--- src/rtl/mult_div_seq.sv ---
// Iterative multiply/divide unit for the multicycle MIPS datapath (MULT/MULTU/DIV/DIVU).
// Shift-add multiply and restoring divide, one bit per clock, results land in HI/LO.
module mult_div_seq #(
    parameter int WIDTH = 32
) (
    input  logic             clk,
    input  logic             reset,
    input  logic             start,
    input  logic [5:0]       funct,
    input  logic [WIDTH-1:0] a,
    input  logic [WIDTH-1:0] b,
    output logic             busy,
    output logic             done,
    output logic             div_zero,
    output logic [WIDTH-1:0] hi,
    output logic [WIDTH-1:0] lo
);

    localparam int STEP_W = (WIDTH > 1) ? $clog2(WIDTH) : 1;

    typedef enum logic [1:0] {
        IDLE   = 2'd0,
        CALC   = 2'd1,
        FINISH = 2'd2
    } state_t;

    state_t               state_r;
    logic [2*WIDTH-1:0]   acc_r;
    logic [WIDTH-1:0]     mcand_r;
    logic [STEP_W-1:0]    step_r;
    logic                 op_div_r;
    logic                 neg_lo_r;
    logic                 neg_hi_r;
    logic                 busy_r;
    logic                 done_r;
    logic                 div_zero_r;
    logic [WIDTH-1:0]     hi_r;
    logic [WIDTH-1:0]     lo_r;

    logic                 op_valid_s;
    logic                 op_div_s;
    logic                 op_signed_s;
    logic [WIDTH:0]       mul_sum_s;
    logic [WIDTH:0]       div_shift_s;
    logic [WIDTH:0]       div_diff_s;
    logic [2*WIDTH-1:0]   acc_next_s;
    logic [2*WIDTH-1:0]   mul_res_s;
    logic [WIDTH-1:0]     quo_res_s;
    logic [WIDTH-1:0]     rem_res_s;
    logic [WIDTH-1:0]     hi_next_s;
    logic [WIDTH-1:0]     lo_next_s;

    // Signed operands are processed as magnitudes; the sign is re-applied at the end.
    function automatic logic [WIDTH-1:0] magnitude(input logic [WIDTH-1:0] v, input logic is_signed);
        if (is_signed && v[WIDTH-1]) begin
            magnitude = -v;
        end else begin
            magnitude = v;
        end
    endfunction

    // Decode the R-type funct into operation class and signedness.
    always_comb begin
        op_valid_s  = 1'b0;
        op_div_s    = 1'b0;
        op_signed_s = 1'b0;
        case (funct)
            6'h18: begin op_valid_s = 1'b1; op_div_s = 1'b0; op_signed_s = 1'b1; end
            6'h19: begin op_valid_s = 1'b1; op_div_s = 1'b0; op_signed_s = 1'b0; end
            6'h1A: begin op_valid_s = 1'b1; op_div_s = 1'b1; op_signed_s = 1'b1; end
            6'h1B: begin op_valid_s = 1'b1; op_div_s = 1'b1; op_signed_s = 1'b0; end
            default: begin op_valid_s = 1'b0; op_div_s = 1'b0; op_signed_s = 1'b0; end
        endcase
    end

    // One iteration: acc holds {partial product, multiplier} or {remainder, dividend/quotient}.
    always_comb begin
        mul_sum_s   = {1'b0, acc_r[2*WIDTH-1:WIDTH]} +
                      (acc_r[0] ? {1'b0, mcand_r} : {(WIDTH+1){1'b0}});
        div_shift_s = {acc_r[2*WIDTH-1:WIDTH], acc_r[WIDTH-1]};
        div_diff_s  = div_shift_s - {1'b0, mcand_r};
        if (op_div_r) begin
            if (div_diff_s[WIDTH]) begin
                acc_next_s = {div_shift_s[WIDTH-1:0], acc_r[WIDTH-2:0], 1'b0};
            end else begin
                acc_next_s = {div_diff_s[WIDTH-1:0], acc_r[WIDTH-2:0], 1'b1};
            end
        end else begin
            acc_next_s = {mul_sum_s, acc_r[WIDTH-1:1]};
        end
    end

    // Sign-correct the final iteration's result so HI/LO can be written on FINISH entry.
    always_comb begin
        mul_res_s = neg_lo_r ? -acc_next_s : acc_next_s;
        quo_res_s = neg_lo_r ? -acc_next_s[WIDTH-1:0] : acc_next_s[WIDTH-1:0];
        rem_res_s = neg_hi_r ? -acc_next_s[2*WIDTH-1:WIDTH] : acc_next_s[2*WIDTH-1:WIDTH];
        if (op_div_r) begin
            hi_next_s = rem_res_s;
            lo_next_s = quo_res_s;
        end else begin
            hi_next_s = mul_res_s[2*WIDTH-1:WIDTH];
            lo_next_s = mul_res_s[WIDTH-1:0];
        end
    end

    // Control FSM with datapath registers and registered outputs.
    always_ff @(posedge clk or posedge reset) begin
        if (reset) begin
            state_r    <= IDLE;
            acc_r      <= {(2*WIDTH){1'b0}};
            mcand_r    <= {WIDTH{1'b0}};
            step_r     <= {STEP_W{1'b0}};
            op_div_r   <= 1'b0;
            neg_lo_r   <= 1'b0;
            neg_hi_r   <= 1'b0;
            busy_r     <= 1'b0;
            done_r     <= 1'b0;
            div_zero_r <= 1'b0;
            hi_r       <= {WIDTH{1'b0}};
            lo_r       <= {WIDTH{1'b0}};
        end else begin
            case (state_r)
                IDLE: begin
                    if (start && op_valid_s) begin
                        op_div_r <= op_div_s;
                        busy_r   <= 1'b1;
                        if (op_div_s && (b == {WIDTH{1'b0}})) begin
                            // Divide by zero: skip iterations, HI/LO keep their old values.
                            state_r    <= FINISH;
                            done_r     <= 1'b1;
                            div_zero_r <= 1'b1;
                        end else begin
                            state_r    <= CALC;
                            div_zero_r <= 1'b0;
                            acc_r      <= {{WIDTH{1'b0}}, magnitude(a, op_signed_s)};
                            mcand_r    <= magnitude(b, op_signed_s);
                            step_r     <= {STEP_W{1'b0}};
                            neg_lo_r   <= op_signed_s & (a[WIDTH-1] ^ b[WIDTH-1]);
                            neg_hi_r   <= op_signed_s & a[WIDTH-1];
                        end
                    end else begin
                        state_r <= IDLE;
                    end
                end
                CALC: begin
                    acc_r  <= acc_next_s;
                    step_r <= step_r + STEP_W'(1);
                    if (step_r == STEP_W'(WIDTH-1)) begin
                        state_r <= FINISH;
                        done_r  <= 1'b1;
                        hi_r    <= hi_next_s;
                        lo_r    <= lo_next_s;
                    end else begin
                        state_r <= CALC;
                    end
                end
                FINISH: begin
                    state_r <= IDLE;
                    busy_r  <= 1'b0;
                    done_r  <= 1'b0;
                end
                default: begin
                    state_r <= IDLE;
                    busy_r  <= 1'b0;
                    done_r  <= 1'b0;
                end
            endcase
        end
    end

    assign busy     = busy_r;
    assign done     = done_r;
    assign div_zero = div_zero_r;
    assign hi       = hi_r;
    assign lo       = lo_r;

endmodule

--- config.mk ---
export PLATFORM = sky130hd
export DESIGN_NAME = mult_div_seq
export DESIGN_NICKNAME = d
export VERILOG_FILES = /design/src/rtl/mult_div_seq.sv
export SDC_FILE = /design/constraint.sdc
export NUM_CORES = 1
export LEC_CHECK = 0
export ABC_AREA = 1
export BUFFER_PORTS_ARGS = -buffer_cell sky130_fd_sc_hd__buf_2
export CAP_MARGIN = 20
export CORE_UTILIZATION = 45
export CTS_CLUSTER_DIAMETER = 30
export DETAILED_ROUTE_END_ITERATION = 10
export HOLD_SLACK_MARGIN = 0.05
export REMOVE_ABC_BUFFERS = 1
export SLEW_MARGIN = 10
export SYNTH_ARGS = -nofsm -noshare
export SYNTH_HDL_FRONTEND = slang
export SYNTH_SLANG_ARGS = --single-unit
--- constraint.sdc ---
create_clock -name clk -period 7.2 [get_ports clk]
set_input_delay 1.44 -clock clk [delete_from_list [all_inputs] [get_ports clk]]
set_output_delay 1.44 -clock clk [all_outputs]
set_load 0.005 [all_outputs]
After elaboration in Yosys (flattened, before gate mapping)
Cells that the tools add are included. Widths: inputs -> output; s select.

Equality and inequality tests: 10. $add $sub $neg: 8. Reductions and logical operators: 16. Bitwise operators: 5. Multiplexer cells: 30.

Operator list (count): $mux 64 (5); $mux 32 (7); $neg 32->32 (4); $pmux 64 s2 (1); $neg 64->64 (1); $add 32x32->33 (1); $sub 33x32->33 (1); $logic_not 32->1 (1); $eq 6x5->1 const B (4); $mux 5 (2); $pmux 5 s2 (1); $reduce_and 3->1 (3); $mux 1 (8); $ne 2x2->1 const B (4); $mux 2 (3); $reduce_and 2->1 (3); $add 5x1->5 const B (1); $eq 5x5->1 const B (1); $logic_and 1x1->1 (4); $pmux 1 s2 (2); $pmux 2 s2 (1); $reduce_or 2->1 (2); $reduce_or 4->1 (1); $and 1x1->1 (2); other kinds (5) (6).

Output and inout port bits: 67. Register bits: 173.

Depth between registers and ports, before layout
Word-level depth: 8. Gate-level depth with buffers: 33. Gate-level depth less buffers: 32.

Worst setup path after synthesis
OpenSTA, ideal clock, no wires.

Path kind: register to register. From: reg mcand_r[0]. To: reg hi_r[28], in the netlist hi[28]. Setup slack: 3.287 ns. Cell stages (with the launch flop): 31. Setup time: 0.117 ns. Arrival time: 3.796 ns. Clock period less this slack: 3.913 ns. Path through: dfrtp_1 -> ha_1 -> fa_1 -> inv_1 -> nand2_1 -> nand2_1 -> nand3_1 -> nand2_2 -> nand2_2 -> nand2_2 -> nand2_4 -> nand3_4 -> nand2_4 -> buf_6 -> a21boi_4 -> ha_1 -> nand3_1 -> inv_1 -> nand4_1 -> nor3_2 -> nand3_1 -> nor2_1 -> nand4_1 -> nor2_2 -> nor2_1 -> nand2_2 -> nand2_1 -> inv_2 -> nand3_1 -> nand3_1 -> nand2_1.

Longest elaborated chain between the ends: 6. Elaborated cells on any way between the ends: 10. Classes of those cells: add/sub (4); mux (6).

Ends and longest elaborated chain: start, declared (line 29) `logic [WIDTH-1:0] mcand_r;`; start signal, assigned (line 112) `mcand_r <= {WIDTH{1'b0}};`; start signal, assigned (line 137) `mcand_r <= magnitude(b, op_signed_s);`; $sub 33x32->33 / $mux 32 (equally long branches) (line 81, 79); $mux 64 / $add 32x32->33 (equally long branches) (line 83, 78); $mux 64 * (line 82) `if (op_div_r) begin`; $neg 64->64 / $neg 32->32 (equally long branches) (line 95, 97); $mux 64 / $mux 32 (equally long branches) (line 95, 97); $mux 32 * (line 98) `if (op_div_r) begin`; end signal, assigned (line 120) `hi_r <= {WIDTH{1'b0}};`; end signal, assigned (line 152) `hi_r <= hi_next_s;`; end, declared (line 37) `logic [WIDTH-1:0] hi_r;`.

Mark *: on every way between the ends. The rest lies on a longest branch, timed or not. A chain may end at the register's enable or synchronous reset.

Worst setup path after layout
From: reg mcand_r[29]. To: reg hi_r[28], in the netlist hi[28].

Same word-level chain as after synthesis.

==> impl_metrics.ini <==
[sta]
min_period_ns = 5.197
max_freq_mhz = 192.4
final_hold_viol_count = 0
finalSetupViolations = 0
rsz0062_at_grt = no
worstMarginPinSlew_ns = 0.9965
clock_skew_ns = 0.01993
fin_crit_sh_pct = 72.18
fin_tns_setup_ns = 0
holdWs_ns = 0.4766
slew_viol_final = 0
max_slew_margin_pct = 33.47
setup_slack_ns = 2.003

[synth]
ys_seq_elements = 173
ys_warn_count = 0
syn_area_um2 = 15970
synthDistinctLibCells = 58
synth_top_area_cell = dfrtp_1
syn_inst = 2552
syn_avg_cell_area_um2 = 6.259
yosysTopAreaCellShare_pct = 27.10
ys.flop_type = dfrtp_1
synthArstFlopShare_pct = 100.0
synth.top_cells.by_area = dfrtp_1 (27%), nand2_1 (19%), inv_1 (8.5%)
ys_seq_area_share_pct = 27.10
synth_edf_count = 0

[routing]
ant_nets = 0
drcViolationCount = 0
routed_wirelength_mm = 59.56
drt_iter0_drc = 1463
num_vias = 16991
vias_per_cell = 5.444
wl_per_cell_um = 19.08
dr.pass1.iters = 6

[grt]
grt_first_pass_wirelength_mm = 92.45
grt-busiest-layer = met2
met3_usage_pct = 4.656
grt.total_usage_pct = 33.52
grt_util_met1_pct = 46.75
grt_max_degree = 105
grt_pass1_vias = 16089
grt-ovfl-total = 0
gr-usage-met2_pct = 53.58
antenna_found_initial = 1

[die]
core_um2 = 34710
die_area_um2 = 36250
die_w_um = 190.4
io_pins = 140
start_util_pct = 46.01
die_h_um = 190.4
rows = 68

[pwr]
leakagePower_nw = 9.473
worst_ir_drop_vdd_mv = 0.2169
power_density_nw_per_um2 = 500.3

[finish]
nets = 2798
area_growth_pct = 10.52
fin_util_pct = 50.85
final_common_cell = nand2_1
drive_gt1_share_pct = 10.17
final_cell_mix = nand2_1 (798), inv_1 (361), nor2_1 (221)
antenna_cells = 0

[cts]
cts_tree = done
cts_setup_buffers = 0
cts.sinks = 173
cts-root-buf = clkbuf_16
clkLatencyLatePin_ns = 0.48
cts_hold_buf = 0
ctsHtreeMaxLevel = 4
ctsResizeCount = 0
numCtsBuffers = 17
cts_max_path_buffers = 2
clk_pin_slew_worst_paths_ns = 0.08

[place]
port_buffers = 139
pre_cts_ws_ns = 2.148
gp_congestion = 0.9609
place_hpwl_mm = 47.36

[worst_hold_path]
hold_depth = 2
hp-class = flop to flop
min_to = hi[25]
hold_start = hi[25]

[setup_path]
cp.required_ns = 7.55
r2r_end = hi[28]
ff2ff_setup_slack_ns = 2.00
crit_path_top_delay_cell = dfrtp_1
startpoint_type = flop
cp_slowest_stage_delay_ns = 0.54
r2r_start = mcand_r[29]
rr_worst_depth = 29
end_kind = flop
critPathKind = flop to flop
crit_path_max_fanout = 32
path_common_cell = nand2_1
cp.arrival_ns = 5.55

[job]
cap_viol_max_count = 0

[outcome]
outcome = complete, no violations
sequential cells by signal (all words and copies together), names as in the netlist:
| register | count |
|---|---|
| div_zero | 1 |
| mcand_r | 32 |
| neg_hi_r | 1 |
| neg_lo_r | 1 |
| step_r | 5 |
| acc_r | 64 |
| lo | 32 |
| hi | 32 |
| done | 1 |
| busy | 1 |
| op_div_r | 1 |
| state_r | 2 |
cell families after synthesis:
| family | synth area share [%] |
|---|---|
| XOR/XNOR | 6.141 |
| AND/OR/NAND/NOR | 35.93 |
| AO/OA/AOI/OAI | 14.11 |
| flip-flops | 27.10 |
| adder cells (fa/ha/maj) | 5.734 |
| buffers and inverters | 10.98 |
metrics by stage:
step	cell area, µm²	std cells	total power [mW]
global route	17650	3121	9.584
global placement	17010	3088	7.697
finish	17650	3121	8.832
CTS	17650	3121	8.760
detailed placement	17040	3089	7.749
floorplan	15620	2480	5.688
power breakdown:
group	internal [mW]	leakage (nW)	total, mW	switching [mW]
Clock	0.478	0.296	0.976	0.498
Sequential	1.23	2.20	1.54	0.313
Combinational	1.80	6.98	6.31	4.51
Total	3.51	9.47	8.83	5.32
synth_stat cells, types with 22 or more instances:
library cell,number
nand4_1,36
clkbuf_1,47
nand2_2,22
inv_1,363
xnor2_1,23
xor2_1,89
nand3_1,175
a21oi_1,83
nor2_1,225
nor3_1,27
nand2_1,798
ha_1,70
dfrtp_1,173
o21ai_0,208
how the worst max path moves through the flow:
stage	startpoint	to	slack, ns	cells after the start
detailed placement	acc_r[31]	hi[16]	2.15	30
global route	acc_r[31]	hi[28]	1.55	30
global placement	b[0]	acc_r[22]	2.00	13
floorplan	reset	acc_r[0]	1.07	1
CTS	acc_r[31]	hi[16]	2.10	30
finish	mcand_r[29]	hi[28]	2.00	29
routing by layer:
| layer | vias to the layer above | routed length (µm) |
|---|---|---|
| li1 | 8384 | - |
| met1 | 7963 | 27820 |
| met2 | 564 | 26770 |
| met3 | 78 | 3459 |
| met4 | 2 | 1488 |
| met5 | - | 15 |
layout make-up:
cell class | instances | area, µm²
flip-flops and latches | 173 | 4330
fillers | 3688 | 17060
multi-input cells | 1933 | 9905
clock inverters | 14 | 172.7
repair buffers | 154 | 828.3
clock buffers | 18 | 439.2
well taps | 455 | 569.3
inverters | 374 | 1409
worst max-delay path: cells and delay by family, from the launching register on:
family          cells  cell delay, ns
flops               1            0.54
compound gates      2            0.63
fa+ha+maj           2            0.58
simple gates       21            2.90
buf+inv             4            0.38
Note: power is estimated with default switching activity, not from simulation.
